File: src/rtl/int_exe_cluster_pkg.sv
// Shared pipeline definitions for the integer execution cluster.
// Holds the ALU and MDU opcode encodings, the MDU FSM state encoding and
// the commit-beat record carried from an execution unit to the ROB.
package int_exe_cluster_pkg;

  typedef enum logic [3:0] {
    ALU_ADD   = 4'd0,
    ALU_SUB   = 4'd1,
    ALU_SLT   = 4'd2,
    ALU_SLTU  = 4'd3,
    ALU_AND   = 4'd4,
    ALU_OR    = 4'd5,
    ALU_XOR   = 4'd6,
    ALU_NOR   = 4'd7,
    ALU_SLL   = 4'd8,
    ALU_SRL   = 4'd9,
    ALU_SRA   = 4'd10,
    ALU_PASS1 = 4'd11
  } alu_op_e;

  typedef enum logic [2:0] {
    MDU_MUL   = 3'd0,
    MDU_MULH  = 3'd1,
    MDU_MULHU = 3'd2,
    MDU_DIV   = 3'd3,
    MDU_DIVU  = 3'd4,
    MDU_MOD   = 3'd5,
    MDU_MODU  = 3'd6
  } mdu_op_e;

  typedef enum logic [1:0] {
    MDU_IDLE = 2'd0,
    MDU_BUSY = 2'd1,
    MDU_DONE = 2'd2
  } mdu_state_e;

  // Commit beat at the cluster's default widths (XLEN 32, 6-bit ROB tag).
  localparam int BEAT_XLEN  = 32;
  localparam int BEAT_TAG_W = 6;

  typedef struct packed {
    logic [BEAT_TAG_W-1:0] tag;
    logic [BEAT_XLEN-1:0]  data;
  } cmt_beat_t;

endpackage

File: src/rtl/int_alu_lane.sv
// One single-cycle ALU lane with a single commit output register.
// Ports: clk/a_rst (async active-high), flush; issue side valid/op/src0/
// src1/tag/ready; commit side cmt_valid/cmt_data/cmt_tag/cmt_ready.
//
// Handshake: a beat moves when valid and ready are both high at a rising
// clk edge; valid never depends on ready, and a held commit beat keeps its
// data and tag stable until cmt_ready takes it.
module int_alu_lane
  import int_exe_cluster_pkg::*;
#(
  parameter int XLEN  = 32,
  parameter int TAG_W = 6
) (
  input  logic             clk,
  input  logic             a_rst,
  input  logic             flush,
  input  logic             valid,
  input  logic [3:0]       op,
  input  logic [XLEN-1:0]  src0,
  input  logic [XLEN-1:0]  src1,
  input  logic [TAG_W-1:0] tag,
  output logic             ready,
  output logic             cmt_valid,
  output logic [XLEN-1:0]  cmt_data,
  output logic [TAG_W-1:0] cmt_tag,
  input  logic             cmt_ready
);

  localparam int SHW = $clog2(XLEN);

  logic [SHW-1:0]  shamt;
  logic [XLEN-1:0] result;
  logic            accept;

  assign shamt  = src1[SHW-1:0];
  // The output register can be refilled in the same cycle it drains.
  assign ready  = !flush && (!cmt_valid || cmt_ready);
  assign accept = valid && ready;

  always_comb begin
    result = '0;
    case (op)
      ALU_ADD:   result = src0 + src1;
      ALU_SUB:   result = src0 - src1;
      ALU_SLT:   result = {{(XLEN-1){1'b0}}, ($signed(src0) < $signed(src1))};
      ALU_SLTU:  result = {{(XLEN-1){1'b0}}, (src0 < src1)};
      ALU_AND:   result = src0 & src1;
      ALU_OR:    result = src0 | src1;
      ALU_XOR:   result = src0 ^ src1;
      ALU_NOR:   result = ~(src0 | src1);
      ALU_SLL:   result = src0 << shamt;
      ALU_SRL:   result = src0 >> shamt;
      ALU_SRA:   result = $unsigned($signed(src0) >>> shamt);
      ALU_PASS1: result = src1;
      default:   result = '0;
    endcase
  end

  always_ff @(posedge clk or posedge a_rst) begin
    if (a_rst) begin
      cmt_valid <= 1'b0;
      cmt_data  <= '0;
      cmt_tag   <= '0;
    end else if (flush) begin
      cmt_valid <= 1'b0;
    end else if (accept) begin
      cmt_valid <= 1'b1;
      cmt_data  <= result;
      cmt_tag   <= tag;
    end else if (cmt_ready) begin
      cmt_valid <= 1'b0;
    end
  end

endmodule

File: src/rtl/int_exe_cluster.sv
// Integer execution cluster: NUM_ALU independent single-cycle ALU lanes
// plus one multi-cycle multiply/divide unit (MDU), each with its own
// commit port. flush_i kills all in-flight work.
// Ports: clk, a_rst (async active-high), flush_i; per-lane alu_* issue and
// alu_cmt_* commit arrays; mdu_* issue and mdu_cmt_* commit; mdu_state
// exposes the MDU FSM state for observation.
module int_exe_cluster
  import int_exe_cluster_pkg::*;
#(
  parameter int XLEN      = 32,
  parameter int NUM_ALU   = 2,
  parameter int ROB_IDX_W = 6,
  parameter int MUL_LAT   = 2
) (
  input  logic                 clk,
  input  logic                 a_rst,
  input  logic                 flush_i,
  input  logic [NUM_ALU-1:0]   alu_valid_i,
  input  logic [3:0]           alu_op_i        [NUM_ALU],
  input  logic [XLEN-1:0]      alu_src0_i      [NUM_ALU],
  input  logic [XLEN-1:0]      alu_src1_i      [NUM_ALU],
  input  logic [ROB_IDX_W-1:0] alu_tag_i       [NUM_ALU],
  output logic [NUM_ALU-1:0]   alu_ready_o,
  output logic [NUM_ALU-1:0]   alu_cmt_valid_o,
  output logic [XLEN-1:0]      alu_cmt_data_o  [NUM_ALU],
  output logic [ROB_IDX_W-1:0] alu_cmt_tag_o   [NUM_ALU],
  input  logic [NUM_ALU-1:0]   alu_cmt_ready_i,
  input  logic                 mdu_valid_i,
  input  logic [2:0]           mdu_op_i,
  input  logic [XLEN-1:0]      mdu_src0_i,
  input  logic [XLEN-1:0]      mdu_src1_i,
  input  logic [ROB_IDX_W-1:0] mdu_tag_i,
  output logic                 mdu_ready_o,
  output logic                 mdu_cmt_valid_o,
  output logic [XLEN-1:0]      mdu_cmt_data_o,
  output logic [ROB_IDX_W-1:0] mdu_cmt_tag_o,
  input  logic                 mdu_cmt_ready_i,
  output mdu_state_e           mdu_state
);

  for (genvar g = 0; g < NUM_ALU; g++) begin : g_lane
    int_alu_lane #(.XLEN(XLEN), .TAG_W(ROB_IDX_W)) u_lane (
      .clk       (clk),
      .a_rst     (a_rst),
      .flush     (flush_i),
      .valid     (alu_valid_i[g]),
      .op        (alu_op_i[g]),
      .src0      (alu_src0_i[g]),
      .src1      (alu_src1_i[g]),
      .tag       (alu_tag_i[g]),
      .ready     (alu_ready_o[g]),
      .cmt_valid (alu_cmt_valid_o[g]),
      .cmt_data  (alu_cmt_data_o[g]),
      .cmt_tag   (alu_cmt_tag_o[g]),
      .cmt_ready (alu_cmt_ready_i[g])
    );
  end

  localparam int CW = $clog2(XLEN + 1);
  localparam logic [XLEN-1:0] XMIN = {1'b1, {(XLEN-1){1'b0}}};

  mdu_state_e          state;
  logic [CW-1:0]       cnt_q;
  logic                iter_q, is_mod_q, neg_q_q, neg_r_q;
  logic [XLEN-1:0]     quo_q, rem_q, dvs_q, res_q;
  logic [ROB_IDX_W-1:0] tag_q;

  assign mdu_state       = state;
  assign mdu_ready_o     = (state == MDU_IDLE) && !flush_i;
  assign mdu_cmt_valid_o = (state == MDU_DONE);
  assign mdu_cmt_data_o  = res_q;
  assign mdu_cmt_tag_o   = tag_q;

  // Issue-side decode: operand magnitudes, corner cases and the product.
  logic                signed_div, is_div, is_mod, a_neg, b_neg;
  logic                div_zero, div_ovf, iterate;
  logic [XLEN-1:0]     a_mag, b_mag, quick_res;
  logic [2*XLEN-1:0]   mul_a, mul_b, prod;

  always_comb begin
    signed_div = (mdu_op_i == MDU_DIV) || (mdu_op_i == MDU_MOD);
    is_div     = signed_div || (mdu_op_i == MDU_DIVU) || (mdu_op_i == MDU_MODU);
    is_mod     = (mdu_op_i == MDU_MOD) || (mdu_op_i == MDU_MODU);
    a_neg      = signed_div && mdu_src0_i[XLEN-1];
    b_neg      = signed_div && mdu_src1_i[XLEN-1];
    a_mag      = a_neg ? -mdu_src0_i : mdu_src0_i;
    b_mag      = b_neg ? -mdu_src1_i : mdu_src1_i;
    div_zero   = (mdu_src1_i == '0);
    div_ovf    = signed_div && (mdu_src0_i == XMIN) && (mdu_src1_i == '1);
    iterate    = is_div && !div_zero && !div_ovf;
    // Only MULH treats its operands as signed; MUL's low half is sign-agnostic.
    mul_a = {{XLEN{(mdu_op_i == MDU_MULH) && mdu_src0_i[XLEN-1]}}, mdu_src0_i};
    mul_b = {{XLEN{(mdu_op_i == MDU_MULH) && mdu_src1_i[XLEN-1]}}, mdu_src1_i};
    prod  = mul_a * mul_b;
    quick_res = '0;
    case (mdu_op_i)
      MDU_MUL:             quick_res = prod[XLEN-1:0];
      MDU_MULH, MDU_MULHU: quick_res = prod[2*XLEN-1:XLEN];
      default: begin
        if (is_div) begin
          if (div_zero) quick_res = is_mod ? mdu_src0_i : '1;
          else          quick_res = is_mod ? '0 : XMIN;
        end
      end
    endcase
  end

  // One restoring-division step: shift in the next dividend bit and
  // subtract the divisor when it fits. The top bit of diff is the borrow.
  logic [XLEN:0]   shifted, diff;
  logic [XLEN-1:0] quo_nx, rem_nx, q_fix, r_fix;

  always_comb begin
    shifted = {rem_q, quo_q[XLEN-1]};
    diff    = shifted - {1'b0, dvs_q};
    rem_nx  = diff[XLEN] ? shifted[XLEN-1:0] : diff[XLEN-1:0];
    quo_nx  = {quo_q[XLEN-2:0], !diff[XLEN]};
    q_fix   = neg_q_q ? -quo_nx : quo_nx;
    r_fix   = neg_r_q ? -rem_nx : rem_nx;
  end

  always_ff @(posedge clk or posedge a_rst) begin
    if (a_rst) begin
      state    <= MDU_IDLE;
      cnt_q    <= '0;
      iter_q   <= 1'b0;
      is_mod_q <= 1'b0;
      neg_q_q  <= 1'b0;
      neg_r_q  <= 1'b0;
      quo_q    <= '0;
      rem_q    <= '0;
      dvs_q    <= '0;
      res_q    <= '0;
      tag_q    <= '0;
    end else if (flush_i) begin
      state <= MDU_IDLE;
      cnt_q <= '0;
    end else begin
      case (state)
        MDU_IDLE: begin
          if (mdu_valid_i) begin
            state    <= MDU_BUSY;
            tag_q    <= mdu_tag_i;
            res_q    <= quick_res;
            iter_q   <= iterate;
            is_mod_q <= is_mod;
            neg_q_q  <= a_neg ^ b_neg;
            neg_r_q  <= a_neg;
            quo_q    <= a_mag;
            rem_q    <= '0;
            dvs_q    <= b_mag;
            cnt_q    <= iterate ? CW'(XLEN) : (is_div ? CW'(1) : CW'(MUL_LAT));
          end
        end
        MDU_BUSY: begin
          cnt_q <= cnt_q - 1'b1;
          if (iter_q) begin
            quo_q <= quo_nx;
            rem_q <= rem_nx;
          end
          if (cnt_q == CW'(1)) begin
            state <= MDU_DONE;
            if (iter_q) res_q <= is_mod_q ? r_fix : q_fix;
          end
        end
        MDU_DONE: begin
          if (mdu_cmt_ready_i) state <= MDU_IDLE;
        end
        default: state <= MDU_IDLE;
      endcase
    end
  end

endmodule

File: config.mk
export PLATFORM = sky130hd
export DESIGN_NAME = int_exe_cluster
export DESIGN_NICKNAME = d
export VERILOG_FILES = /design/src/rtl/int_exe_cluster_pkg.sv /design/src/rtl/int_alu_lane.sv /design/src/rtl/int_exe_cluster.sv
export SDC_FILE = /design/constraint.sdc
export NUM_CORES = 2
export LEC_CHECK = 0
export ABC_CLOCK_PERIOD_IN_PS = 6600
export BUFFER_PORTS_ARGS = -buffer_cell sky130_fd_sc_hd__clkbuf_2
export CORE_UTILIZATION = 30
export DETAILED_ROUTE_END_ITERATION = 7
export PLACE_DENSITY = 0.45
export SLEW_MARGIN = 20
export SYNTH_ARGS = -nofsm -noshare
export SYNTH_HDL_FRONTEND = slang
export SYNTH_SLANG_ARGS = --single-unit
File: constraint.sdc
create_clock -name clk -period 6.6 [get_ports clk]
set_input_delay 0.33 -clock clk [delete_from_list [all_inputs] [get_ports clk]]
set_output_delay 0.33 -clock clk [all_outputs]
set_load 0.005 [all_outputs]
==> impl_metrics.toml <==
[outcome]
status = "finished, violations left"
violations = "negative setup slack"

[setup_path]
path_max_fanout = 5
end_kind = "flop"
ff2ff_setup_slack_ps = 790
slowest_stage = "fa_2"
path_common_cell = "fa_1"
setup.worst_path.end = "mdu_cmt_data_o[30]$_DFFE_PP0P_"
rr_endpoint = "mdu_cmt_data_o[28]$_DFFE_PP0P_"
crit_path_start = "mdu_op_i[0]"
r2r_cells = 24
arrival_ps = 8240
reg2reg_from = "quo_q[31]$_DFFE_PP0P_"
max_stage_delay_ps = 610
required_ps = 7150
start_kind = "input port"
path_class = "in -> reg"

[floorplanning]
start_util = 0.302
fp.coreArea_um2 = 233000
num_rows = 177
dieArea_um2 = 236000
pin_count = 352
die_x_um = 486
die_h_um = 486

[placed_design]
dp.cells = 12300
place_congestion = 0.944
port_buffers = 351
post-dp-hpwl_mm = 247
preCtsSetupSlack_ps = -1880

[grt]
grt_first_pass_wirelength_mm = 450
grt_overflow = 0
antenna_found_initial = 18
grt_pass1_vias = 67200
grt_max_degree = 136
grt_util_all_layers = 0.253

[detailed_routing]
antenna_left = 0
drtIter0Drc = 6027
wl_per_cell_um = 24.3
num_vias = 66200
drt-total-wl_mm = 303
via_per_inst = 5.30
detail_route.drc_violations = 0
drt_pass1_iterations = 7

[finish]
area_growth_pct = 21.0
nNetsFinal = 11200
drive_above_1_share = 0.179
fill_cells = 24300
fin_cells = 12500

[sta]
fin_crit_sh = 1.17
finalSetupTns_ps = -20210
setup_viol_count_final = 32
skew_ps = 18.0
slew_violations = 0
relSlewSlack = 0.186
hold_violations = 0
setup_slack_ps = -1100
worst_slew_pin_slew_ps = 1220
max_freq_mhz = 130
holdWs_ps = 86.1
rsz0062_at_grt = "yes"
fin_crit_ps = 7700

[synthesis]
ys_ff_latch = 224
syn-num-nets = 10600
syn_area_um2 = 70200
synth_edf_count = 0
async_flop_share = 1.00
synth_cell_type_count = 106
yosys_warnings = 0
synth_top_area_share = 0.322
avgSynthCellArea_um2 = 8.00
synth_ff_type = "dfrtp_1"
synthTopCellsByArea = "fa_1 (32%), dfrtp_1 (8.0%), ha_1 (7.9%)"
netlist_instances = 8767
seq_area_frac_synth = 0.0799
yosysTopAreaCell = "fa_1"

[cts]
numCtsBuffers = 31
cts_tree = "yes"
clock-sinks = 224
cts_root_buf = "clkbuf_16"
h-tree-depth = 1
clk_pin_slew_worst_paths_ps = 60
clk_latency_ps = 670
clockBufferDepth = 3

[hold_path]
min_path_type = "in -> reg"

[job]
drv_cap = 0
==> kinds of logic after synthesis <==
| family | synth area share |
|---|---|
| flip-flops | 0.0799 |
| buffers and inverters | 0.108 |
| multiplexers | 0.0439 |
| XOR/XNOR | 0.0255 |
| AO/OA/AOI/OAI | 0.171 |
| AND/OR/NAND/NOR | 0.170 |
| adder cells (fa/ha/maj) | 0.402 |
==> worst min-delay path by stage <==
| stage | from | end | depth (start not counted) |
|---|---|---|---|
| after detailed placement | mdu_cmt_tag_o[0]$_DFFE_PP0P_ | mdu_cmt_tag_o[0]$_DFFE_PP0P_ | 2 |
| after floorplan | mdu_tag_i[0] | mdu_cmt_tag_o[0]$_DFFE_PP0P_ | 2 |
| final | alu_src1_i[16] | g_lane[1].u_lane.cmt_data[16]$_DFFE_PP0P_ | 4 |
| after global placement | mdu_cmt_tag_o[2]$_DFFE_PP0P_ | mdu_cmt_tag_o[2]$_DFFE_PP0P_ | 2 |
| after global routing | alu_src1_i[16] | g_lane[1].u_lane.cmt_data[16]$_DFFE_PP0P_ | 4 |
| after CTS | alu_src1_i[16] | g_lane[1].u_lane.cmt_data[16]$_DFFE_PP0P_ | 4 |
==> per-stage QoR <==
| stage | util | cell area, µm² |
|---|---|---|
| after floorplan | - | 71400 |
| after global placement | 0.348 | 80800 |
| after detailed placement | 0.348 | 80800 |
| after CTS | 0.362 | 84100 |
| after global routing | 0.365 | 84900 |
| final | 0.365 | 84900 |
==> flip-flops by register name (all words and copies together), names as in the netlist, 2 cells and up <==
name                     flops
cnt_q                        6
dvs_q                       32
g_lane.u_lane.cmt_data      64
g_lane.u_lane.cmt_tag       12
g_lane.u_lane.cmt_valid      2
mdu_cmt_data_o              32
mdu_cmt_tag_o                6
mdu_state                    2
quo_q                       32
rem_q                       32
==> cells in the final DEF (no fill, tap or decap), drive strengths merged, types with 182 or more instances in the layout <==
master and instances:
inv 1409, dfrtp 224, buf 829, mux2i 182, nand2 1304, and2 294
ha 445, clkbuf 387, fa 1130, a21oi 456, nor2 522, o21ai 580
==> cell type report <==
cell class	instances	area, µm²	share of cell area
clock inverter	10	173	0.00203
multi-input combinational	6538	58900	0.694
antenna	12	30.0	0.000354
clock buffer	44	885	0.0104
inverter	1415	5340	0.0629
timing repair buffer	1199	10100	0.119
tap	3043	3810	0.0448
sequential	224	5610	0.0660
==> synthesized netlist by cell type (30+ instances only) <==
master    number
a211oi_1      58
a21o_1        62
a21oi_1      456
a221o_1       33
a221oi_1      42
a222oi_1      40
a22o_1        47
a31oi_1       41
and2_1       294
and3_1        44
buf_1        102
clkbuf_1     463
dfrtp_1      224
fa_1        1130
ha_1         445
inv_1       1409
mux2_2        32
mux2i_1      182
mux4_2        40
nand2_1     1304
nand2b_1      53
nand3_1       93
nor2_1       521
nor2b_1       30
nor3_1       117
o211ai_1      55
o21a_1        39
o21ai_0      571
o21bai_1      52
o221ai_1      37
o22ai_1       37
o31ai_1       54
or3_1         48
xnor2_1      121
xor2_1        83
==> layer usage <==
layer / vias to the layer above / wire length [µm] / global-route usage / part of all wire
met4: 14 / 6400 / 0.0486 / 0.021
li1: 29800 / - / - / -
met1: 33800 / 138000 / 0.358 / 0.46
met3: 296 / 17900 / 0.0286 / 0.059
met2: 2192 / 141000 / 0.415 / 0.46
met5: - / 77 / 0 / 0.00025
==> critical path: cells and delay by family <==
kind	cells	cell delay [ps]
AO/OA/AOI/OAI	6	1100
adder cells (fa/ha/maj)	9	4310
AND/OR/NAND/NOR	7	1340
buffers and inverters	10	1170
==> repair_timing <==
item,4_1_cts,5_1_grt
endpoints found under the setup margin,32,32
endpoints found under the hold margin,110,0
hold buffers,24,0
gates cloned,8,1
buffers inserted,70,35
resized for setup,257,131
pin swaps,200,147
Power is left out: the tool's default activity adds up to more than one toggle a clock period on the data nets, which glitch-free logic cannot reach.
